--- src/rtl/compass_sequencer.sv ---
// Plays a programmed sequence of 2-bit compass directions onto a valid/ready
// stream, with optional repeat passes and idle gaps between accepted symbols.
module compass_sequencer #(
  parameter int MAX_LEN    = 8,
  parameter int GAP_CYCLES = 0,
  parameter int REP_W      = 4,
  localparam int LEN_W     = $clog2(MAX_LEN + 1)
) (
  input  logic                   clk_i,
  input  logic                   reset_i,
  input  logic                   start_i,
  input  logic [2*MAX_LEN-1:0]   pattern_i,
  input  logic [LEN_W-1:0]       length_i,
  input  logic [REP_W-1:0]       repeat_i,
  input  logic                   abort_i,
  input  logic                   ready_i,
  output logic [1:0]             direction_o,
  output logic                   valid_o,
  output logic                   busy_o,
  output logic                   done_o
);

  localparam int GAP_W = (GAP_CYCLES > 0) ? $clog2(GAP_CYCLES + 1) : 1;

  typedef enum logic [1:0] {
    IDLE = 2'd0,
    SEND = 2'd1,
    GAP  = 2'd2,
    DONE = 2'd3
  } state_t;

  state_t                 state_q, state_d;
  logic [LEN_W-1:0]       idx_q, idx_d;
  logic [REP_W-1:0]       pass_q, pass_d;
  logic [GAP_W-1:0]       gap_q, gap_d;
  logic [2*MAX_LEN-1:0]   pattern_q, pattern_d;
  logic [LEN_W-1:0]       len_q, len_d;
  logic [REP_W-1:0]       rep_q, rep_d;
  logic [1:0]             dir_q, dir_d;
  logic                   valid_q, valid_d;
  logic                   busy_q, busy_d;
  logic                   done_q, done_d;

  logic                   handshake_s;
  logic                   last_idx_s;
  logic                   last_pass_s;
  logic                   final_xfer_s;

  function automatic logic [1:0] sym_at(input logic [2*MAX_LEN-1:0] pat,
                                        input logic [LEN_W-1:0]     idx);
    logic [1:0] s;
    s = 2'b00;
    for (int k = 0; k < MAX_LEN; k++) begin
      s = (idx == LEN_W'(k)) ? pat[2*k +: 2] : s;
    end
    return s;
  endfunction

  assign handshake_s  = valid_q & ready_i;
  assign last_idx_s   = (idx_q == (len_q - LEN_W'(1)));
  assign last_pass_s  = (pass_q == rep_q);
  assign final_xfer_s = handshake_s & last_idx_s & last_pass_s;

  // Next-state, counter and output-register computation.
  always_comb begin
    state_d   = state_q;
    idx_d     = idx_q;
    pass_d    = pass_q;
    gap_d     = gap_q;
    pattern_d = pattern_q;
    len_d     = len_q;
    rep_d     = rep_q;

    case (state_q)
      IDLE: begin
        if (start_i) begin
          pattern_d = pattern_i;
          rep_d     = repeat_i;
          idx_d     = {LEN_W{1'b0}};
          pass_d    = {REP_W{1'b0}};
          gap_d     = {GAP_W{1'b0}};
          if (length_i == {LEN_W{1'b0}}) begin
            len_d   = {LEN_W{1'b0}};
            state_d = DONE;
          end else if (length_i > LEN_W'(MAX_LEN)) begin
            len_d   = LEN_W'(MAX_LEN);
            state_d = SEND;
          end else begin
            len_d   = length_i;
            state_d = SEND;
          end
        end else begin
          state_d = IDLE;
        end
      end

      SEND: begin
        // Pass is compared before it increments, so an all-ones repeat never wraps.
        if (handshake_s && !final_xfer_s) begin
          if (last_idx_s) begin
            idx_d  = {LEN_W{1'b0}};
            pass_d = pass_q + REP_W'(1);
          end else begin
            idx_d  = idx_q + LEN_W'(1);
          end
        end else begin
          idx_d = idx_q;
        end

        if (abort_i) begin
          state_d = IDLE;
        end else if (final_xfer_s) begin
          state_d = DONE;
        end else if (handshake_s && (GAP_CYCLES > 0)) begin
          state_d = GAP;
          gap_d   = GAP_W'(GAP_CYCLES);
        end else begin
          state_d = SEND;
        end
      end

      GAP: begin
        if (abort_i) begin
          state_d = IDLE;
        end else if (gap_q <= GAP_W'(1)) begin
          state_d = SEND;
          gap_d   = {GAP_W{1'b0}};
        end else begin
          gap_d   = gap_q - GAP_W'(1);
        end
      end

      DONE: begin
        state_d = IDLE;
      end

      default: begin
        state_d = IDLE;
      end
    endcase

    valid_d = (state_d == SEND);
    dir_d   = valid_d ? sym_at(pattern_d, idx_d) : 2'b00;
    busy_d  = (state_d != IDLE);
    done_d  = (state_d == DONE);
  end

  // State, counters, captured run configuration and registered outputs.
  always_ff @(posedge clk_i or posedge reset_i) begin
    if (reset_i) begin
      state_q   <= IDLE;
      idx_q     <= {LEN_W{1'b0}};
      pass_q    <= {REP_W{1'b0}};
      gap_q     <= {GAP_W{1'b0}};
      pattern_q <= {(2*MAX_LEN){1'b0}};
      len_q     <= {LEN_W{1'b0}};
      rep_q     <= {REP_W{1'b0}};
      dir_q     <= 2'b00;
      valid_q   <= 1'b0;
      busy_q    <= 1'b0;
      done_q    <= 1'b0;
    end else begin
      state_q   <= state_d;
      idx_q     <= idx_d;
      pass_q    <= pass_d;
      gap_q     <= gap_d;
      pattern_q <= pattern_d;
      len_q     <= len_d;
      rep_q     <= rep_d;
      dir_q     <= dir_d;
      valid_q   <= valid_d;
      busy_q    <= busy_d;
      done_q    <= done_d;
    end
  end

  assign direction_o = dir_q;
  assign valid_o     = valid_q;
  assign busy_o      = busy_q;
  assign done_o      = done_q;

endmodule

--- config.mk ---
export PLATFORM = sky130hd
export DESIGN_NAME = compass_sequencer
export DESIGN_NICKNAME = d
export VERILOG_FILES = /design/src/rtl/compass_sequencer.sv
export SDC_FILE = /design/constraint.sdc
export NUM_CORES = 1
export LEC_CHECK = 0
export ABC_AREA = 1
export CELL_PAD_IN_SITES_DETAIL_PLACEMENT = 1
export CELL_PAD_IN_SITES_GLOBAL_PLACEMENT = 2
export CORE_MARGIN = 10
export CORE_UTILIZATION = 28
export DETAILED_ROUTE_END_ITERATION = 8
export GPL_TIMING_DRIVEN = 0
export PLACE_DENSITY_LB_ADDON = 0.1
export SETUP_SLACK_MARGIN = 0.3
export SKIP_CTS_REPAIR_TIMING = 1
export SLEW_MARGIN = 20
export SYNTH_ARGS = -nofsm -noshare
export SYNTH_HDL_FRONTEND = slang
export SYNTH_SLANG_ARGS = --single-unit
--- constraint.sdc ---
create_clock -name clk_i -period 5.9 [get_ports clk_i]
set_input_delay 1.475 -clock clk_i [delete_from_list [all_inputs] [get_ports clk_i]]
set_output_delay 1.475 -clock clk_i [all_outputs]
set_load 0.1 [all_outputs]
After elaboration in Yosys (flattened, before gate mapping)
Cells that the tools add are included.

Output and inout bits: 5. Bits of input ports: 29. Bits in registers: 40. Word-level logic and storage cells: 81.

Bitwise operators: 3. Magnitude comparators: 2. Reduce and logical (&&, ||, !) cells: 11. Mux-type cells: 32. Equality and inequality tests: 18. Add/sub/neg operators: 4.

Operator list (number): 16-bit 2-to-1 mux (2); 4-bit 2-to-1 mux (8); 2-bit 2-to-1 mux (15); 4-bit by 3-bit equality test with 1-bit output (second input constant) (4); 4-bit case mux with 2 select lines (2); 4-bit by 1-bit adder with 4-bit output (second input constant) (2); 4-bit by 2-bit equality test with 1-bit output (second input constant) (2); 4-bit equality test (2); 4-bit zero test (2); 2-bit != test (second input constant) (4); 2-bit case mux with 4 select lines (1); 2-bit equality test (second input constant) (3); 2-bit nonzero test (3); 2-bit by 1-bit equality test with 1-bit output (second input constant) (2); 4-bit by 1-bit equality test with 1-bit output (second input constant) (1); 4-bit greater-than comparator (second input constant) (1); 4-bit AND reduction (1); 4-bit by 1-bit subtractor with 4-bit output (second input constant) (1); 1-bit bitwise AND (3); 1-bit 2-to-1 mux (3); 3-bit AND reduction (1); 2-bit zero test (1); 1-bit case mux with 2 select lines (1); 2-bit AND reduction (1); 4 further kinds (4).

Logic depth before layout (Yosys ltp)
Gate-level depths: netlist of the first run.

Depth after elaboration: 18. Depth in mapped cells: 21. Mapped depth without buffers: 21.

Least setup slack after synthesis of the first run
OpenSTA, ideal clock, no wires.

Kind: input to register. From: input ready_i. To: register dir_q[1] (netlist: direction_o[1]). Library setup time: 0.113 ns. Stages: 17. Slack: 2.935 ns. Arrival time: 2.852 ns. Path buffers: 0. Data required time: 5.787 ns. Cells stage by stage: nand2_1 -> inv_2 -> nand3_1 -> nor2_1 -> nand3_4 -> nand2_4 -> nand2_1 -> nand2_1 -> nand2_2 -> nand2_4 -> nor2_2 -> nand3_1 -> nand3_1 -> nor2_1 -> nand4_1 -> nand2_1 -> inv_1.

Longest elaborated chain between the ends: 17. Elaborated cells between the ends (all ways): 28. Those cells by class: 8 x eq/ne; 14 x mux; 3 x bitwise; 3 x reduce/logical.

RTL lines: start: declaration (RTL line 16) `input logic ready_i,`; 1-bit bitwise AND * (RTL line 59) `assign handshake_s = valid_q & ready_i;`; 1-bit bitwise AND (2 in a row) (RTL line 62) `assign final_xfer_s = handshake_s & last_idx_s & last_pass_s;`; 1-bit zero test (RTL line 99) `if (handshake_s && !final_xfer_s) begin`; 1-bit logical AND * (RTL line 99); 4-bit 2-to-1 mux * (RTL line 99); 4-bit case mux with 2 select lines * (RTL line 74) `case (state_q)`; via idx_d[1] (RTL line 33) `logic [LEN_W-1:0] idx_q, idx_d;`; 4-bit zero test (RTL line 54) `s = (idx == LEN_W'(k)) ? pat[2*k +: 2] : s;`; 2-bit 2-to-1 mux (7 in a row) (RTL line 54); 2-bit 2-to-1 mux * (RTL line 54); 2-bit 2-to-1 mux * (RTL line 143) `dir_d = valid_d ? sym_at(pattern_d, idx_d) : 2'b00;`; via dir_d[1] (RTL line 39) `logic [1:0] dir_q, dir_d;`; end signal: assignment (RTL line 170) `dir_q <= dir_d;`; end: declaration (RTL line 39).

Mark *: on every way through the listed nets, which the timed path passes. The rest lies on a longest branch. A chain may end at the register's enable or synchronous reset.

Worst setup path after layout of the first run
Same ends and word-level chain as after synthesis.

==> summary.md, run 1 <==
| Metric | Value |
|---|---|
| Layout cells sized above 1 | 11.4% |
| Initial Utilization | 29.1% |
| Adder-cell share of the synthesized area | 1.77% |
| Drt drc | 0 |
| Antenna violations before repair | 0 |
| TritonCTS clock tree | done |
| Final Util | 37.0% |
| Drt wl/cell | 13.1 um |
| Largest net degree at the start of global routing | 29 |
| DP Wirelength | 4.31 mm |
| Synth Area in Simple Gates | 35.8% |
| # rows | 31 |
| Final period util | 58.1% |
| Fin crit period | 3.43 ns |
| Initial DRC count | 39 |
| Post-Place Cell Area | 0.00260 mm^2 |
| Die H | 107 um |
| Core area | 0.00729 mm^2 |
| Vias | 1833 |
| Largest area contributor in the netlist | dfrtp_1 |
| Antenna viol nets, final | 0 |
| Final setup TNS | 0 ns |
| Fin. Hold Viols | 0 |
| Crit path buf inv count | 3 |
| Leak | 1.32 nW |
| Worst Skew | 0.00294 ns |
| Combinational family with the most area after synthesis | simple AND/OR/NAND/NOR gates |
| RSZ-0062 raised after global routing | no |
| DIE AREA | 0.0115 mm^2 |
| Sequential fraction of the synthesis area | 46.0% |
| # clock sinks | 39 |
| Max_cap viols | 0 |
| Critical path startpoint category | input port |
| P per Cell Area | 337 mW/mm^2 |
| Setup CP Type | input port to flop |
| Cells after Synth | 275 |
| Normalized max-slew margin | 33.7% |
| Clk pin slew, worst setup/hold paths | 0.07 ns |
| Inserted Clock Buffers | 5 |
| Top Ports | 34 |
| Cells along the critical path | clkdlybuf4s50_1 -> nand2_1 -> inv_2 -> nand3_1 -> nor2_1 -> nand3_4 -> nand2_4 -> nand2_1 -> nand2_1 -> nand2_2 -> nand2_4 -> nor2_1 -> nand3_1 -> nand3_1 -> nor2_1 -> nand4_1 -> nand2_1 -> inv_1 |
| All-Layer GR Usage | 10.3% |
| Slew @ Worst Pin | 0.991 ns |
| Layout Cell Area excl Fill | 0.00270 mm^2 |
| Area growth syn-to-layout | 27.1% |
| Vias/cell | 4.41 |
| Mean Syn Cell Area | 7.72 um^2 |
| Post-synthesis mux area share | 0% |
| Slowest CP cell | clkdlybuf4s50_1 |
| TritonRoute pass-1 iters | 4 |
| Total congestion overflow | 0 |
| Mapped Nets | 307 |
| Deepest clock path buffer count | 2 |
| Synth area leaders | dfrtp_1 46%, nand2_1 16%, inv_1 6.5% |
| Max frequency | 0.292 GHz |
| Share of the synthesized area in the top cell type | 46.0% |
| Status | completed |
| Vias in the first global route | 2055 |
| Post-Synth XOR/XNOR Area | 2.06% |
| CP Capture Type | flop |
| Worst EP required | 6.09 ns |
| Critical path arrival | 3.61 ns |
| First-pass GRT wire length | 9.61 mm |
| Post-Syn Area | 0.00212 mm^2 |
| Slew Limit Fails | 0 |
| NumNets Final | 348 |
| H-tree depth | 2 |
| Critical path's top delay family | simple AND/OR/NAND/NOR gates |
| CP peak stage delay | 0.45 ns |
| Total routed wirelength | 5.44 mm |
| Final GP Congestion | 0.754 |
| Die width | 107 um |
| Clock Latency Late Sink | 0.29 ns |
| Setup violators final | 0 |
| Seq cells post-synth | 39 |
| Max Fanout on Critical Path | 8 |
| IO buf count | 33 |
| Netlist cell types | 25 |
| Min-Delay Path Class | flop to flop |
| Yosys warns | 0 |
| Synth Area in Compound Gates | 6.25% |
| Max VDD drop | 146 uV |
| N_diodes | 0 |
| Clk root buf | clkbuf_8 |
| CP dominant cell by count | nand2_1 |
metal layers:
layer	up-vias	part of all wire, %	GRT usage [%]
li1	941	-	-
met1	866	46	12.1
met2	20	50	18.0
met3	6	3.1	2.51
met4	0	1.2	3.19
met5	-	0	0
synthesized netlist by cell type:
library cell	number
inv_2	4
and2_1	1
dfrtp_1	39
o41ai_1	2
nand3_4	1
o21ai_0	10
nand2_2	4
ha_1	3
nand2_1	88
nor2_2	2
nor2_1	20
clkbuf_1	5
inv_1	37
nand2_4	4
nand4_1	5
or2_2	3
nor2_4	2
nor3_1	3
nand3_1	18
nand3_2	7
o22ai_1	3
a21oi_1	7
a31oi_1	1
o21ai_1	1
xor2_1	5
worst paths after layout:
check | startpoint | to | slack, ns | depth (start not counted)
max in group asynchronous | reset_i | state_q[0] | 4.01 | 3
min in group asynchronous | reset_i | rep_q[2] | 1.44 | 2
setup reg to reg | len_q[0] | direction_o[1] | 3.52 | 18
hold reg to reg | pattern_q[15] | pattern_q[15] | 0.48 | 2
hold / removal | pattern_q[15] | pattern_q[15] | 0.48 | 2
setup / recovery | ready_i | direction_o[1] | 2.47 | 18
placed cells by master (no fill, tap or decap), types with 6 or more instances in the layout:
cell	instances
nand2_1	88
dfrtp_1	39
inv_1	36
clkdlybuf4s50_1	33
nor2_1	20
nand3_1	18
o21ai_0	10
nand3_2	7
a21oi_1	7
clkbuf_8	7
clkbuf_1	6
final cells by class:
type                       count  area (um^2)
fill                         921         4600
buffer                         5         18.8
tap                           99          124
timing repair buffer          34          350
multi-input combinational    190          973
sequential                    39          976
inverter                      41          154
clock buffer                   8          100
through the flow:
step	hold slack (ns)	std cells	total power, mW	worst slack [ns]
detailed placement	0.460	408	0.719	2.12
floorplan	0.436	275	0.618	2.94
finish	0.475	416	0.908	2.47
CTS	0.480	416	0.930	2.44
global route	0.486	416	0.991	2.26
global placement	0.458	407	0.711	2.13
power by group:
group	total, mW	internal (mW)	switching (mW)
Sequential	0.359	0.325	0.0338
Clock	0.202	0.107	0.0955
Combinational	0.346	0.115	0.231
worst min-delay path: cells and delay by family (launching register included):
kind,cells,cell delay (ns)
flip-flops,1,0.33
AND/OR/NAND/NOR,2,0.12
kinds of logic after synthesis:
kind of cell | after synthesis
adders and majority gates | 3
xor gates and xnor gates | 5
buffers and inverters | 46
AOI/OAI and AO/OA | 24
DFF | 39
and+or+nand+nor | 158
sequential cells by signal, indices dropped and copies added (netlist names), 2 cells and up:
signal,count
state_q,2
idx_q,4
rep_q,4
direction_o,2
len_q,4
pass_q,4
pattern_q,16
Note: power is estimated with default switching activity, not from simulation.
==> run 2, diff against run 1 <==
==> constraint.sdc (replaced) <==
create_clock -name clk_i -period 3 [get_ports clk_i]
set_input_delay 0.75 -clock clk_i [delete_from_list [all_inputs] [get_ports clk_i]]
set_output_delay 0.75 -clock clk_i [all_outputs]
set_load 0.1 [all_outputs]
==> run 2 against run 1 <==
Sequential share of layout area down 0.51 points. Via count up 0.60%. Combinational power up 100%. Total power up 98%. Flip-flop and latch count unchanged. Critical path depth down 5. Die area unchanged. Critical endpoint is now direction_o[0]. Largest power group unchanged.
==> summary.md, run 2 (synthesis results as in run 1) <==
| Metric | Value |
|---|---|
| DP Wirelength | 4.31 mm (unchanged) |
| First-pass GRT wire length | 9.61 mm (unchanged) |
| Final setup TNS | 0 ns (unchanged) |
| Design Power | 1.80 mW (+98%) |
| TritonCTS clock tree | done |
| IO buf count | 33 (unchanged) |
| Fin crit period | 2.55 ns |
| Total routed wirelength | 5.48 mm (+0.61%) |
| Setup CP Type | input port to flop |
| N_diodes | 0 (unchanged) |
| Vias in the first global route | 2055 (unchanged) |
| Inserted Clock Buffers | 5 (unchanged) |
| R2r setup slk | 0.65 ns (-2.87 ns) |
| Largest register FFs | 16 (unchanged) |
| Deepest clock path buffer count | 2 (unchanged) |
| Final GP Congestion | 0.754 (unchanged) |
| Clock Latency Late Sink | 0.29 ns (about the same) |
| Largest reg by FF count | pattern_q |
| Register area | 976 um^2 (unchanged) |
| Slew @ Worst Pin | 0.991 ns (unchanged) |
| Slowest CP cell | clkdlybuf4s50_1 |
| Normalized max-slew margin | 33.7% (unchanged) |
| CP Capture Type | flop |
| Final Util | 37.5% (+0.53 points) |
| Drt wl/cell | 13.0 um (-0.35%) |
| Worst Setup SP | ready_i |
| Critical path arrival | 2.74 ns (-0.87 ns) |
| Max frequency | 0.392 GHz |
| Die H | 107 um (unchanged) |
| Max Fanout on Critical Path | 6 (-2) |
| # rows | 31 (unchanged) |
| Reg2Reg Launch Point | len_q[0] |
| Initial DRC count | 28 (-28%) |
| Area growth syn-to-layout | 28.9% |
| Layout cells sized above 1 | 13.4% (+2.0 points) |
| Slew Limit Fails | 0 (unchanged) |
| DIE AREA | 0.0115 mm^2 (unchanged) |
| Area of the multi-input gates | 978 um^2 (+0.51%) |
| Drt drc | 0 (unchanged) |
| Core area | 0.00729 mm^2 (unchanged) |
| Post-Layout Cell Count | 420 (+0.96%) |
| Die width | 107 um (unchanged) |
| Worst Hold Depth | 2 (unchanged) |
| Post-Place Cell Area | 0.00260 mm^2 (unchanged) |
| Total congestion overflow | 0 (unchanged) |
| Vias/cell | 4.39 (-0.36%) |
| Max VDD drop | 287 uV (+97%) |
| Setup violators final | 0 (unchanged) |
| H-tree depth | 2 (unchanged) |
| Hold EP | pattern_q[15] |
| # clock sinks | 39 (unchanged) |
| Place WS | -0.0503 ns (-2.17 ns) |
| Antenna violations before repair | 0 (unchanged) |
| Worst Skew | 0.00263 ns (-0.000304 ns) |
| Cells after DPL | 408 (unchanged) |
| Crit path buf inv count | 5 (+2) |
| Worst EP required | 3.19 ns (-2.90 ns) |
| Min-Delay Path Class | flop to flop |
| Final period util | 85.0% |
| Setup WS post-layout | 0.450 ns (-2.02 ns) |
| TritonRoute pass-1 iters | 4 (unchanged) |
| Worst r2r dst | direction_o[0] |
| Vias | 1844 (+0.60%) |
| Critical path startpoint category | input port |
| Worst hold margin | 0.475 ns (unchanged) |
| Cells along the critical path | clkdlybuf4s50_1 -> nand2_1 -> inv_4 -> nand3_1 -> nor2_2 -> nand3_4 -> buf_4 -> o41ai_1 -> a21oi_1 -> inv_1 -> a21oi_1 -> nand2_1 -> inv_1 |
| P per Cell Area | 657 mW/mm^2 (+95%) |
| Hold Path Origin | pattern_q[15] |
| Top Ports | 34 (unchanged) |
| All-Layer GR Usage | 10.3% (unchanged) |
| Layout Cell Area excl Fill | 0.00274 mm^2 (+1.4%) |
| Initial Utilization | 29.1% (unchanged) |
| Largest net degree at the start of global routing | 29 (unchanged) |
| FF-to-FF path depth | 13 (-5) |
| Fin. Hold Viols | 0 (unchanged) |
| Clk pin slew, worst setup/hold paths | 0.07 ns (about the same) |
| Most common cell after layout, fill and taps aside | nand2_1 |
| Fill cells | 919 (-0.22%) |
| Leak | 1.34 nW (+1.8%) |
| Antenna viol nets, final | 0 (unchanged) |
| CP peak stage delay | 0.45 ns (about the same) |
| Clk root buf | clkbuf_8 |
| Max_cap viols | 0 (unchanged) |
| Status | completed |
| NumNets Final | 352 (+1.1%) |
| RSZ-0062 raised after global routing | yes |
| Commonest cells after routing, fill and taps aside | 88 x nand2_1, 39 x dfrtp_1, 36 x inv_1 |
| Critical path's top delay family | buffers and inverters |
[run 2: cell types whose count changed in the layout (fill, tap and decap cells not counted), sizes merged]
cell  previous run  this run
buf              1         5
[run 2: per-layer routing]
metal	routed length (um)	track usage, %
met5	0	0
met4	68	3.19
met3	167	2.51
met2	2720	18.0
met1	2510	12.1
[run 2: worst max-delay path by stage]
stage,cells after the start,slack [ns],to
floorplan,17,0.51,direction_o[1]
finish,13,0.45,direction_o[0]
global placement,18,-0.05,direction_o[1]
CTS,18,0.26,direction_o[1]
detailed placement,18,-0.05,direction_o[1]
global route,18,0.25,direction_o[0]
[run 2: worst min-delay path, delay by kind of cell (launching register included)]
kind             cells  cell delay, ns
DFF                  1            0.33
and+or+nand+nor      2            0.12
[run 2: layout make-up]
class | count | area share, %
timing repair buffer | 38 | 13.9
clock buffer | 8 | 3.66
inverter | 41 | 5.72
buffer | 5 | 0.732
sequential | 39 | 35.7
tap | 99 | 4.53
multi-input combinational | 190 | 35.8
[run 2: report_power, final]
| group | switching, mW | internal, mW |
|---|---|---|
| Combinational | 0.459 | 0.234 |
| Sequential | 0.0655 | 0.639 |
| Clock | 0.188 | 0.210 |
